**config.mk**
```make
export PLATFORM = sky130hd
export DESIGN_NAME = fifo_lcd_bridge
export DESIGN_NICKNAME = d
export VERILOG_FILES = /design/src/rtl/fifo_lcd_bridge.sv
export SDC_FILE = /design/constraint.sdc
export NUM_CORES = 1
export LEC_CHECK = 0
export BUFFER_PORTS_ARGS = -buffer_cell sky130_fd_sc_hd__buf_4
export CAP_MARGIN = 20
export CORE_AREA = 2 2 39 41
export DETAILED_ROUTE_END_ITERATION = 16
export DIE_AREA = 0 0 41 43
export GPL_ROUTABILITY_DRIVEN = 0
export GPL_TIMING_DRIVEN = 0
export PLACE_DENSITY = 0.7
export SYNTH_ARGS = -nofsm -noshare
export SYNTH_HDL_FRONTEND = slang
export SYNTH_SLANG_ARGS = --single-unit
export TNS_END_PERCENT = 50
```
**constraint.sdc**
```tcl
create_clock -name clk -period 1.5 [get_ports clk]
set_clock_uncertainty 0.15 [all_clocks]
set_input_delay 0.15 -clock clk [delete_from_list [all_inputs] [get_ports clk]]
set_output_delay 0.15 -clock clk [all_outputs]
set_load 0.05 [all_outputs]
```
**src/rtl/fifo_lcd_bridge.sv**
```systemverilog
// fifo_lcd_bridge
//   Pops 9-bit words from a sync FIFO read port and offers each one as a single
//   valid/ready transaction to the HD44780 LCD controller host port.
//   Word format: [8] = RS (0 command, 1 data), [7:0] = byte.
//   No pops are issued until the LCD controller reports init_done.
//
// Parameters
//   FIFO_RD_LATENCY : 0 = first-word-fall-through, 1 = registered read
//   WORD_W          : FIFO word width, fixed at 9
//
// Ports
//   clk, rst                         : clock, synchronous active-high reset
//   fifo_empty, fifo_dout, fifo_rd_en: FIFO read side
//   init_done                        : LCD controller init complete
//   host_valid/host_ready/host_rs/host_data : LCD controller host side
//
// Optional build macro FIFO_LCD_BRIDGE_STATS_EN adds:
//   txn_count[15:0] : wrapping count of host transfers
//   stall_flag      : sticky, set after 1024 consecutive stalled cycles
module fifo_lcd_bridge #(
  parameter int FIFO_RD_LATENCY = 1,
  parameter int WORD_W          = 9
) (
  input  logic              clk,
  input  logic              rst,
  input  logic              fifo_empty,
  input  logic [WORD_W-1:0] fifo_dout,
  output logic              fifo_rd_en,
  input  logic              init_done,
  input  logic              host_ready,
  output logic              host_valid,
  output logic              host_rs,
`ifdef FIFO_LCD_BRIDGE_STATS_EN
  output logic [15:0]       txn_count,
  output logic              stall_flag,
`endif
  output logic [7:0]        host_data
);

  generate
    if (FIFO_RD_LATENCY != 0 && FIFO_RD_LATENCY != 1) begin : g_bad_lat
      $error("fifo_lcd_bridge: FIFO_RD_LATENCY must be 0 or 1");
    end
    if (WORD_W != 9) begin : g_bad_w
      $error("fifo_lcd_bridge: WORD_W must be 9");
    end
  endgenerate

  localparam bit FWFT = (FIFO_RD_LATENCY == 0);

  typedef enum logic [1:0] {IDLE, POP, WAIT, PRESENT} state_t;

  typedef struct packed {
    logic       rs;
    logic [7:0] data;
  } lcd_word_t;

  state_t    state, state_nxt;
  lcd_word_t hold_q;

  logic can_pop;
  logic capture;
  logic xfer;

  // A pop is only ever launched from IDLE or right after a transfer, i.e. when
  // no word is held, so the hold register can never be overwritten early.
  assign can_pop = init_done && !fifo_empty;
  assign xfer    = (state == PRESENT) && host_ready;
  // FWFT data is valid alongside rd_en; registered data one cycle later.
  assign capture = FWFT ? (state == POP) : (state == WAIT);

  // state register
  always_ff @(posedge clk) begin
    if (rst) state <= IDLE;
    else     state <= state_nxt;
  end

  // next state
  always_comb begin
    state_nxt = state;
    unique case (state)
      IDLE:    if (can_pop) state_nxt = POP;
      POP:     state_nxt = FWFT ? PRESENT : WAIT;
      WAIT:    state_nxt = PRESENT;
      PRESENT: if (host_ready) state_nxt = can_pop ? POP : IDLE;
      default: state_nxt = IDLE;
    endcase
  end

  // outputs decoded from state / hold register
  always_comb begin
    fifo_rd_en = (state == POP);
    host_valid = (state == PRESENT);
    host_rs    = hold_q.rs;
    host_data  = hold_q.data;
  end

  // hold register keeps its value after a transfer; only reset clears it
  always_ff @(posedge clk) begin
    if (rst)          hold_q <= '0;
    else if (capture) hold_q <= lcd_word_t'(fifo_dout[8:0]);
  end

`ifdef FIFO_LCD_BRIDGE_STATS_EN
  logic [9:0] stall_cnt;

  always_ff @(posedge clk) begin
    if (rst) begin
      txn_count  <= '0;
      stall_cnt  <= '0;
      stall_flag <= 1'b0;
    end else begin
      if (xfer) txn_count <= txn_count + 16'd1;
      if (host_valid && !host_ready) begin
        // stall_cnt holds the number of prior stalled cycles in this run
        if (stall_cnt == 10'd1023) stall_flag <= 1'b1;
        else                       stall_cnt  <= stall_cnt + 10'd1;
      end else begin
        stall_cnt <= '0;
      end
    end
  end
`endif

endmodule

```
* Yosys cells after proc, flatten, opt, wreduce, memory -nomap -nowiden
Index checks and enable logic that the tools add are counted.
** Storage, ports and cells
- Register bits after elaboration :: 11
- Output and inout port bits :: 11
- Word-level logic and storage cells :: 16
** Cells by class
- Eq/ne operators :: 5
- Muxes and demuxes :: 4
- Reduce and logical (&&, ||, !) cells :: 4
** Operators by type and width (count)
- $pmux W2 S4 :: 1
- $eq A2 B2 Y1 const B :: 2
- $mux W2 :: 2
- $ne A2 B2 Y1 const B :: 2
- $eq A2 B1 Y1 const B :: 1
- $logic_not A2 Y1 :: 1
- $reduce_and A2 Y1 :: 1
- $logic_and A1 B1 Y1 :: 1
- $logic_not A1 Y1 :: 1
- $mux W1 :: 1

* Longest topological paths before layout
Gate-level depths: netlist of run 1.
- Depth in word-level cells :: 5
- Gate-level depth with buffers :: 5
- Mapped depth without buffers :: 5

* Worst setup path before layout of run 1
OpenSTA, ideal clock, no wires.
- Path kind :: reg-to-reg
- Start :: register state[0]
- End :: register state[1]
- Library setup time :: 128 ps
- Arrival :: 1306 ps
- Data required time :: 1222 ps
- Slack :: -84 ps
- Stages on the path, launching flop included :: 6
- Path buffers :: 0
- Period minus slack after synthesis :: 1584 ps
- Cell sequence :: dfxtp_1 > ha_1 > nor2b_1 > a21oi_2 > mux2i_1 > nor2_1
** On the way
- Cells in the longest elaborated chain, start to end :: 3
** Ends and longest elaborated chain
- start, declared :: RTL line 58 : state_t state, state_nxt;
- start signal, assigned :: RTL line 75 : else state <= state_nxt;
- $eq A2 B2 Y1 (*)
- named net host_valid :: RTL line 31 : output logic host_valid,
- $ne A2 B2 Y1 (no line)
- $reduce_and A2 Y1 (no line)
The timed path passes the listed nets; every way through them passes the cells marked *.
A chain may end at the register's enable or synchronous reset.

* Final worst setup path of run 1
- Start :: register state[0]
- End :: register hold_q, in the netlist host_data[5]
** On the way
- Cells in the longest elaborated chain, start to end :: 1
** Ends and longest elaborated chain
- $eq A2 B2 Y1 :: RTL line 70 : assign capture = FWFT ? (state == POP) : (state == WAIT);
- end signal, assigned :: RTL line 101 : else if (capture) hold_q <= lcd_word_t'(fifo_dout[8:0]);
- end, declared :: RTL line 59 : lcd_word_t hold_q;
No other way between the ends.

==> results of run 1 <==
[per-layer routing]
metal / up-vias / track usage (%) / wire, um
li1: 235 / - / -
met1: 187 / 18.5 / 457
met2: 21 / 22.2 / 468
met3: 2 / 1.57 / 80
met4: 0 / 10.0 / 21
met5: - / 0 / 0
[timing repair]
item,4_1_cts,5_1_grt
resized for setup,0,2
hold buffers,9,0
hold endpoints to repair,9,0
endpoints found under the setup margin,0,7
[final cells by class]
| class | instances | area, sq um |
|---|---|---|
| plain buffers | 2 | 11.3 |
| flip-flops and latches | 11 | 223 |
| well taps | 16 | 20.0 |
| repair buffers | 33 | 270 |
| multi-input cells | 34 | 263 |
| fillers | 127 | 563 |
| inverters | 2 | 7.51 |
| clock buffers | 4 | 26.3 |
[logic make-up (layout without fill, tap and decap cells)]
kind of cell             after synthesis  count (layout)  share of synthesized area, %
flip-flops                            11              11                          44.1
adder cells (fa/ha/maj)                5               5                          12.5
buffers and inverters                  4              41                          3.76
multiplexers                          10              10                          20.1
AO/OA/AOI/OAI                          5               5                          6.52
AND/OR/NAND/NOR                       14              14                          13.0
[how the worst max path moves through the flow]
stage	endpoint	from	cells past startpoint	slack (ns)
floorplan	state[1]$_SDFFE_PP0P_	state[0]$_SDFFE_PP0P_	5	0.06
global placement	state[1]$_SDFFE_PP0P_	state[0]$_SDFFE_PP0P_	5	0.07
detailed placement	state[1]$_SDFFE_PP0P_	state[0]$_SDFFE_PP0P_	5	0.07
CTS	state[1]$_SDFFE_PP0P_	state[0]$_SDFFE_PP0P_	5	0.05
global route	state[1]$_SDFFE_PP0P_	state[0]$_SDFFE_PP0P_	5	0.002
finish	host_data[5]$_SDFFE_PP0N_	state[0]$_SDFFE_PP0P_	5	0.12
[per-stage QoR]
step                worst slack, ns  power (W)  hold slack [ns]  instances  util, %
finish                        0.123    0.00126          0.00636        102     59.3
floorplan                    0.0650   0.000894           0.0691         49        -
global route                0.00213    0.00136          0.00576        102     59.3
detailed placement           0.0702    0.00105            0.166         89     50.7
CTS                          0.0515    0.00127          0.00296        102     59.1
global placement             0.0720    0.00104            0.170         89     50.7
[placed cells by master (no fill, tap or decap), types with 3 or more instances in the layout]
master | netlist | final
mux2i_1 | 10 | 10
buf_4 | 1 | 25
nor2_1 | 10 | 10
clkbuf_4 | 0 | 3
dlygate4sd3_1 | 0 | 9
ha_1 | 5 | 4
dfxtp_1 | 11 | 9
[critical path, stage by stage, from the launching register on]
cell	delay, ns
dfxtp_2	0.34
inv_1	0.12
ha_1	0.16
buf_4	0.20
mux2i_1	0.23
nor2_1	0.06
[where the power goes]
| group | internal (W) | leakage [nW] | total [W] | switching [W] |
|---|---|---|---|---|
| Combinational | 0.000260 | 0.268 | 0.000645 | 0.000385 |
| Sequential | 0.000363 | 0.0900 | 0.000415 | 0.0000519 |
| Clock | 0.000103 | 0.0150 | 0.000198 | 0.0000946 |
| Total | 0.000726 | 0.373 | 0.00126 | 0.000531 |
[flip-flops by register name, indices dropped and copies added (netlist names)]
| signal | count |
|---|---|
| host_data | 8 |
| state | 2 |
| host_rs | 1 |
==> impl_results.md, run 1 <==
* RSZ-0062 raised after global routing: no
* WHS Path Cells at 3
* Rows at 14
* Max_cap viols at 0
* Worst r2r dst: host_data[5]$_SDFFE_PP0N_
* Core area at 1380 sq um
* Maximum vdd drop at 0.000799 V
* Largest net degree at the start of global routing at 11
* Worst setup path class: flip-flop to flip-flop
* Dominant cells by area after synthesis: dfxtp_1, mux2i_1, ha_1
* Starting Density at 36.1%
* Number of vias per cell at ~4.4
* Residual DRC at 0
* Reg2reg path depth at 5
* Vias at 445
* Clk sinks at 11
* Hold Crit Start: fifo_dout[5]
* Crit end category: flip-flop
* Share of cells above drive strength 1 at 38.4%
* Most frequent cell after synthesis: dfxtp_1
* Worst-path clk slew at 0.07 ns
* CTS root buffer: clkbuf_4
* Final Cycle Share at 91.8%
* Worst slew pin tran at about 0.43 ns
* Syn nets at 68
* Minimum clock period at roughly 1.4 ns
* Cell accounting for the most synthesized area: dfxtp_1
* Die area at 1760 sq um
* Total setup buffers inserted after CTS at 0
* Initial antenna violation count at 0
* Synth cell count leaders: dfxtp_1, mux2i_1, nor2_1
* CTS tree: built
* Syn Inst Count at 49
* Synthesized flop and latch total at 11
* Post-DP HPWL at 703 um
* # diodes at 0
* Area after DPL at roughly 700 sq um
* Synth Area per Inst at 10.2 sq um
* Hold/Removal Path Class: primary input to flip-flop
* Asr flop ratio synth at 0%
* # IOs at 25
* Main synth FF type: dfxtp_1
* Slew Viols, Final at 0
* Setup violations, final at 0
* Clock buffer depth at 2
* Die width at 41 um
* Num CTS Buffers at 3
* Critical Path Source Type: flip-flop
* Endpoint, Worst Hold: host_data[5]$_SDFFE_PP0N_
* Synth cell types at 14
* DRT iter0 DRCs at 2
* I/O Buffers at 24
* Syn-to-layout area delta at 64.4%
* Number of global-route vias before repair at 446
* Critical Path RT at 1.49 ns
* Max transition margin at 71.4%
* Drt first pass iters at 2
* Finished Cell Area at 821 sq um
* Total congestion overflow after global routing at 0
* Die H at 43 um
* All-Layer GR Usage at 14.7%
* Register area share after synthesis at 44.1%
* Cell Area, Synth at about 500 sq um
* H-tree lvl count at 1
* Hold Vio Cnt, Final at 0
* Crit Path Max Fanout at 9
* Crit path arrival time at 1.37 ns
* Post-synth EDFFs at 0
* Setup TNS at 0 ns
* Flop-to-flop setup slack at 0.12 ns
* Area share of the largest cell type after synthesis at 44.1%
* Cell area power density at about 1500 nW/um^2
* FF-to-FF Start: state[0]$_SDFFE_PP0P_
* Status: complete, no violations
* Count of yosys warnings during synthesis at 0
* Wire per inst at 10.1 um
* Max Fclk at 726 MHz
* Post-Route WL at 1030 um
* Global-route wire length before repair at 1760 um
* LEAKAGE at 0.373 nW
* Clk_lat worst skew at 0.26 ns
* Post-route ant nets at 0
* Layout net count at between 100 and 150
No activity file was read; power rests on OpenSTA's default activity.
==> run 2: changes to the inputs <==
--- a/config.mk
+++ b/config.mk
@@ -12,7 +12,7 @@
 export DIE_AREA = 0 0 41 43
 export GPL_ROUTABILITY_DRIVEN = 0
 export GPL_TIMING_DRIVEN = 0
-export PLACE_DENSITY = 0.7
+export PLACE_DENSITY = 0.73
 export SYNTH_ARGS = -nofsm -noshare
 export SYNTH_HDL_FRONTEND = slang
 export SYNTH_SLANG_ARGS = --single-unit
==> impl_results.md, run 2 (synthesis results as in run 1) <==
* Status: complete, no violations (unchanged)
* Initial antenna violation count at 0 (unchanged)
* Number of vias per cell at 4.48 (was 4.36)
* Worst r2r dst: state[1]$_SDFFE_PP0P_ (was host_data[5]$_SDFFE_PP0N_)
* Die H at 43 um (unchanged)
* Part of the power in registers at 33.0% (about the same)
* Slew Viols, Final at 0 (unchanged)
* Die area at 1760 sq um (unchanged)
* Share of cells above drive strength 1 at 37.9% (was 38.4%)
* Clk_lat worst skew at 0.26 ns (about the same)
* Hold Vio Cnt, Final at 0 (unchanged)
* # IOs at 25 (unchanged)
* LEAKAGE at 0.378 nW (was 0.373 nW)
* Worst hold slack at 0.0936 ns (was 0.00636 ns)
* Switching Share at 42.2% (was 42.3%)
* Crit Path Max Fanout at 5 (was 9)
* Worst slew pin tran at 0.445 ns (was 0.428 ns)
* Area after DPL at 702 sq um (unchanged)
* RSZ-0062 raised after global routing: no (unchanged)
* Syn-to-layout area delta at 66.9% (was 64.4%)
* Number of global-route vias before repair at 437 (was 446)
* Hold Crit Start: host_ready (was fifo_dout[5])
* Total congestion overflow after global routing at 0 (unchanged)
* Setup TNS at 0 ns (unchanged)
* Starting Density at 36.1% (unchanged)
* Global-route wire length before repair at 1860 um (was 1760 um)
* Clk sinks at 11 (unchanged)
* I/O Buffers at 24 (unchanged)
* Max reg flops at 8 (unchanged)
* Minimum clock period at 1.37 ns (was 1.38 ns)
* Crit path arrival time at 1.07 ns (was 1.37 ns)
* H-tree lvl count at 1 (unchanged)
* Crit end category: primary output (was flip-flop)
* Num CTS Buffers at 3 (unchanged)
* WHS Path Cells at 4 (was 3)
* Commonest non-fill, non-tap cell in the layout: buf_4 (unchanged)
* Layout fillers at 127 (unchanged)
* Setup violations, final at 0 (unchanged)
* CP startpoint: state[1]$_SDFFE_PP0P_ (was state[0]$_SDFFE_PP0P_)
* Max_cap viols at 0 (unchanged)
* Drt first pass iters at 4 (was 2)
* Sw Pwr at 0.000538 W (was 0.000531 W)
* Core area at 1380 sq um (unchanged)
* Clock power share at 15.5% (was 15.7%)
* Worst setup path class: flip-flop to primary output (was flip-flop to flip-flop)
* Most frequent cells in the layout: buf_4, mux2i_1, nor2_1, dlygate4sd3_1, dfxtp_1 (was buf_4, mux2i_1, nor2_1)
* Pint at 0.000737 W (was 0.000726 W)
* Wire per inst at 10.6 um (was 10.1 um)
* Layout net count at 107 (was 106)
* CTS tree: built (unchanged)
* Combinational share of power at 51.5% (was 51.3%)
* DRT iter0 DRCs at 4 (was 2)
* Post-Route WL at 1090 um (was 1030 um)
* Max Fclk at 730 MHz (was 726 MHz)
* Cell area power density at 1530 nW/um^2 (about the same)
* Flop-to-flop setup slack at 0.13 ns (was 0.12 ns)
* Max transition margin at 70.3% (was 71.4%)
* # diodes at 0 (unchanged)
* Residual DRC at 0 (unchanged)
* Critical Path RT at 1.20 ns (was 1.49 ns)
* Post-route ant nets at 0 (unchanged)
* Final Cycle Share at 91.4% (was 91.8%)
* CTS root buffer: clkbuf_4 (unchanged)
* Endpoint, Worst Hold: state[0]$_SDFFE_PP0P_ (was host_data[5]$_SDFFE_PP0N_)
* Post-DP HPWL at 766 um (was 703 um)
* Worst-path clk slew at 0.07 ns (about the same)
* Largest net degree at the start of global routing at 11 (unchanged)
* All-Layer GR Usage at 16.0% (was 14.7%)
* Clock buffer depth at 2 (unchanged)
* Rows at 14 (unchanged)
* Reg2reg path depth at 5 (unchanged)
* Finished Cell Area at 833 sq um (was 821 sq um)
* Vias at 461 (was 445)
* Die width at 41 um (unchanged)
* Maximum vdd drop at 0.00106 V (was 0.000799 V)
* Hold/Removal Path Class: primary input to flip-flop (unchanged)
* FF-to-FF Start: state[0]$_SDFFE_PP0P_ (unchanged)
* Critical Path Source Type: flip-flop (unchanged)
[run 2: cell types whose count changed in the layout (fill, tap and decap cells not counted)]
cell / before / now
dfxtp_2: 2 / 1
dfxtp_4: 0 / 1
dlygate4sd3_1: 9 / 10
[run 2: power groups by stage]
stage / logic (W) / registers, W / clock network (W)
floorplan: 0.000346 / 0.000548 / 0
global placement: 0.000623 / 0.000413 / 0
detailed placement: 0.000638 / 0.000415 / 0
CTS: 0.000659 / 0.000410 / 0.000204
global route: 0.000724 / 0.000434 / 0.000218
finish: 0.000656 / 0.000421 / 0.000198
[run 2: worst max-delay path by stage]
stage | end
after floorplan | state[1]$_SDFFE_PP0P_
after global placement | state[1]$_SDFFE_PP0P_
after detailed placement | state[1]$_SDFFE_PP0P_
after CTS | fifo_rd_en
after global routing | state[1]$_SDFFE_PP0P_
final | fifo_rd_en
[run 2: repair_timing]
item / 4_1_cts / 5_1_grt
buffers inserted: 0 / 0
hold endpoints to repair: 10 / 0
setup endpoints to repair: 0 / 10
resized for setup: 0 / 3
hold buffers: 10 / 0
[run 2: final cells by class]
class | instances | area (sq um) | area share (%)
plain buffers | 2 | 11.3 | 1.35
well taps | 16 | 20.0 | 2.40
multi-input cells | 34 | 263 | 31.5
repair buffers | 34 | 280 | 33.6
inverters | 2 | 7.51 | 0.901
flip-flops and latches | 11 | 225 | 27.0
clock buffers | 4 | 26.3 | 3.15
[run 2: stage by stage]
stage / cells / power, W / util (%) / worst slack (ns)
CTS: 103 / 0.00127 / 59.9 / 0.0532
detailed placement: 89 / 0.00105 / 50.7 / 0.0780
global placement: 89 / 0.00104 / 50.7 / 0.0761
finish: 103 / 0.00127 / 60.2 / 0.130
floorplan: 49 / 0.000894 / - / 0.0650
global route: 103 / 0.00138 / 60.2 / 0.00202
[run 2: worst max-delay path: stages (launching register included)]
cell     delay [ns]
dfxtp_2        0.37
inv_1          0.08
ha_1           0.18
buf_4          0.18
[run 2: metal layers]
metal	up-vias	wire (um)	GRT usage (%)
met1	202	409	17.2
met4	0	0	8.00
met5	-	0	0
met2	21	589	26.9
met3	0	87	4.19
li1	238	-	-
==> run 3: changes to the inputs <==
--- a/config.mk
+++ b/config.mk
@@ -5,7 +5,7 @@
 export SDC_FILE = /design/constraint.sdc
 export NUM_CORES = 1
 export LEC_CHECK = 0
-export BUFFER_PORTS_ARGS = -buffer_cell sky130_fd_sc_hd__buf_4
+export BUFFER_PORTS_ARGS = -buffer_cell sky130_fd_sc_hd__buf_2
 export CAP_MARGIN = 20
 export CORE_AREA = 2 2 39 41
 export DETAILED_ROUTE_END_ITERATION = 16
==> impl_results.md, run 3 (synthesis results as in run 1) <==
* Total congestion overflow after global routing at 0 (unchanged)
* Post-route ant nets at 0 (unchanged)
* Clock buffer depth at 2 (unchanged)
* CP startpoint: state[1]$_SDFFE_PP0P_ (unchanged)
* Status: complete, no violations (unchanged)
* DRT iter0 DRCs at 2 (was 4)
* Largest net degree at the start of global routing at 11 (unchanged)
* Setup TNS at 0 ns (unchanged)
* Post-Route WL at 995 um (was 1090 um)
* Post-Layout Cell Count at 103 (unchanged)
* Cell area power density at 1580 nW/um^2 (was 1530 nW/um^2)
* Num CTS Buffers at 3 (unchanged)
* Vias at 449 (was 461)
* Minimum clock period at 1.40 ns (was 1.37 ns)
* Hold Vio Cnt, Final at 0 (unchanged)
* Wire per inst at 9.66 um (was 10.6 um)
* Residual DRC at 0 (unchanged)
* Finished Cell Area at 771 sq um (was 833 sq um)
* # IOs at 25 (unchanged)
* H-tree lvl count at 1 (unchanged)
* Reg2reg path depth at 5 (unchanged)
* Initial antenna violation count at 0 (unchanged)
* Worst hold slack at 0.116 ns (was 0.0936 ns)
* Max transition margin at 71.0% (was 70.3%)
* Clk sinks at 11 (unchanged)
* Max reg flops at 8 (unchanged)
* Critical Path Source Type: flip-flop (unchanged)
* Max_cap viols at 0 (unchanged)
* Crit Path Max Fanout at 5 (unchanged)
* Hold Crit Start: host_ready (unchanged)
* All-Layer GR Usage at 12.9% (was 16.0%)
* Worst slew pin tran at 0.435 ns (was 0.445 ns)
* WHS Path Cells at 4 (unchanged)
* Overall Power at 0.00122 W (was 0.00127 W)
* Critical Path RT at 1.20 ns (about the same)
* Die width at 41 um (unchanged)
* Starting Density at 36.1% (unchanged)
* CTS root buffer: clkbuf_4 (unchanged)
* Layout net count at 107 (unchanged)
* Total setup buffers inserted after CTS at 0 (unchanged)
* Clk_lat worst skew at 0.26 ns (about the same)
* Slew Viols, Final at 0 (unchanged)
* Worst r2r dst: state[1]$_SDFFE_PP0P_ (unchanged)
* Area after DPL at 642 sq um (was 702 sq um)
* Crit end category: primary output (unchanged)
* Layout fillers at 122 (was 127)
* LEAKAGE at 0.367 nW (was 0.378 nW)
* Die area at 1760 sq um (unchanged)
* I/O Buffers at 24 (unchanged)
* Crit path arrival time at 1.10 ns (was 1.07 ns)
* Setup violations, final at 0 (unchanged)
* Share of cells above drive strength 1 at 37.9% (unchanged)
* Post-DP HPWL at 653 um (was 766 um)
* Hold/Removal Path Class: primary input to flip-flop (unchanged)
* Die H at 43 um (unchanged)
* Placed Cells at 89 (unchanged)
* FF-to-FF Start: state[0]$_SDFFE_PP0P_ (unchanged)
* Core area at 1380 sq um (unchanged)
* Commonest non-fill, non-tap cell in the layout: buf_2 (was buf_4)
* Max Fclk at 715 MHz (was 730 MHz)
* Maximum vdd drop at 0.000934 V (was 0.00106 V)
* Flop-to-flop setup slack at 0.12 ns (was 0.13 ns)
* # diodes at 0 (unchanged)
* Final Cycle Share at 93.2% (was 91.4%)
* Number of vias per cell at 4.36 (was 4.48)
* Rows at 14 (unchanged)
* Syn-to-layout area delta at 54.4% (was 66.9%)
* CTS tree: built (unchanged)
* Worst setup path class: flip-flop to primary output (unchanged)
* RSZ-0062 raised after global routing: no (unchanged)
* Most frequent cells in the layout: buf_2, mux2i_1, nor2_1, dlygate4sd3_1, dfxtp_1 (was buf_4, mux2i_1, nor2_1, dlygate4sd3_1, dfxtp_1)
* Number of global-route vias before repair at 390 (was 437)
* Global-route wire length before repair at 1500 um (was 1860 um)
* Worst-path clk slew at 0.06 ns (was 0.07 ns)
* Drt first pass iters at 2 (was 4)
* Endpoint, Worst Hold: state[0]$_SDFFE_PP0P_ (unchanged)
[run 3: changes by cell type in the layout (fill, tap and decap cells not counted)]
cell     change
buf_2       +24
buf_4       -24
dfxtp_2      +1
dfxtp_4      -1
[run 3: layer usage]
metal	routed length (um)	GRT usage, %	share of wire (%)
met5	0	0	0
met4	16	10.0	1.6
met2	476	19.7	48
met3	81	3.14	8.1
met1	420	14.4	42
[run 3: timing repair]
item / CTS / global route
hold buffers: 10 / 0
hold endpoints to repair: 10 / 0
resized for setup: 0 / 2
setup endpoints to repair: 0 / 4
[run 3: area by class of cell]
| type | count | area, sq um | area share (%) |
|---|---|---|---|
| plain buffers | 2 | 11.3 | 1.46 |
| clock buffers | 4 | 26.3 | 3.41 |
| inverters | 2 | 7.51 | 0.974 |
| multi-input cells | 34 | 263 | 34.1 |
| flip-flops and latches | 11 | 223 | 28.9 |
| well taps | 16 | 20.0 | 2.60 |
| repair buffers | 34 | 220 | 28.6 |
[run 3: how the worst max path moves through the flow]
stage               slack [ns]                    end  depth (start not counted)
floorplan                 0.06  state[1]$_SDFFE_PP0P_                          5
global placement          0.09  state[1]$_SDFFE_PP0P_                          5
detailed placement        0.05  state[1]$_SDFFE_PP0P_                          5
CTS                       0.03  state[1]$_SDFFE_PP0P_                          5
global route              0.04  state[1]$_SDFFE_PP0P_                          5
finish                    0.10             fifo_rd_en                          3
[run 3: metrics by stage]
| stage | utilization [%] | setup WS [ns] |
|---|---|---|
| 2_1_floorplan | - | 0.0650 |
| 3_3_place_gp | 46.4 | 0.0872 |
| 3_5_place_dp | 46.4 | 0.0458 |
| 4_1_cts | 55.5 | 0.0339 |
| 5_1_grt | 55.7 | 0.0398 |
| 6_report | 55.7 | 0.101 |
[run 3: worst max-delay path: stages (launching register included)]
cell and delay [ns]:
dfxtp_2 0.34, inv_1 0.10, ha_1 0.14, buf_2 0.25
[run 3: power by group]
| group | total, W | internal, W | switching (W) |
|---|---|---|---|
| Sequential | 0.000414 | 0.000363 | 0.0000513 |
| Clock | 0.000196 | 0.000103 | 0.0000929 |
| Combinational | 0.000609 | 0.000222 | 0.000387 |
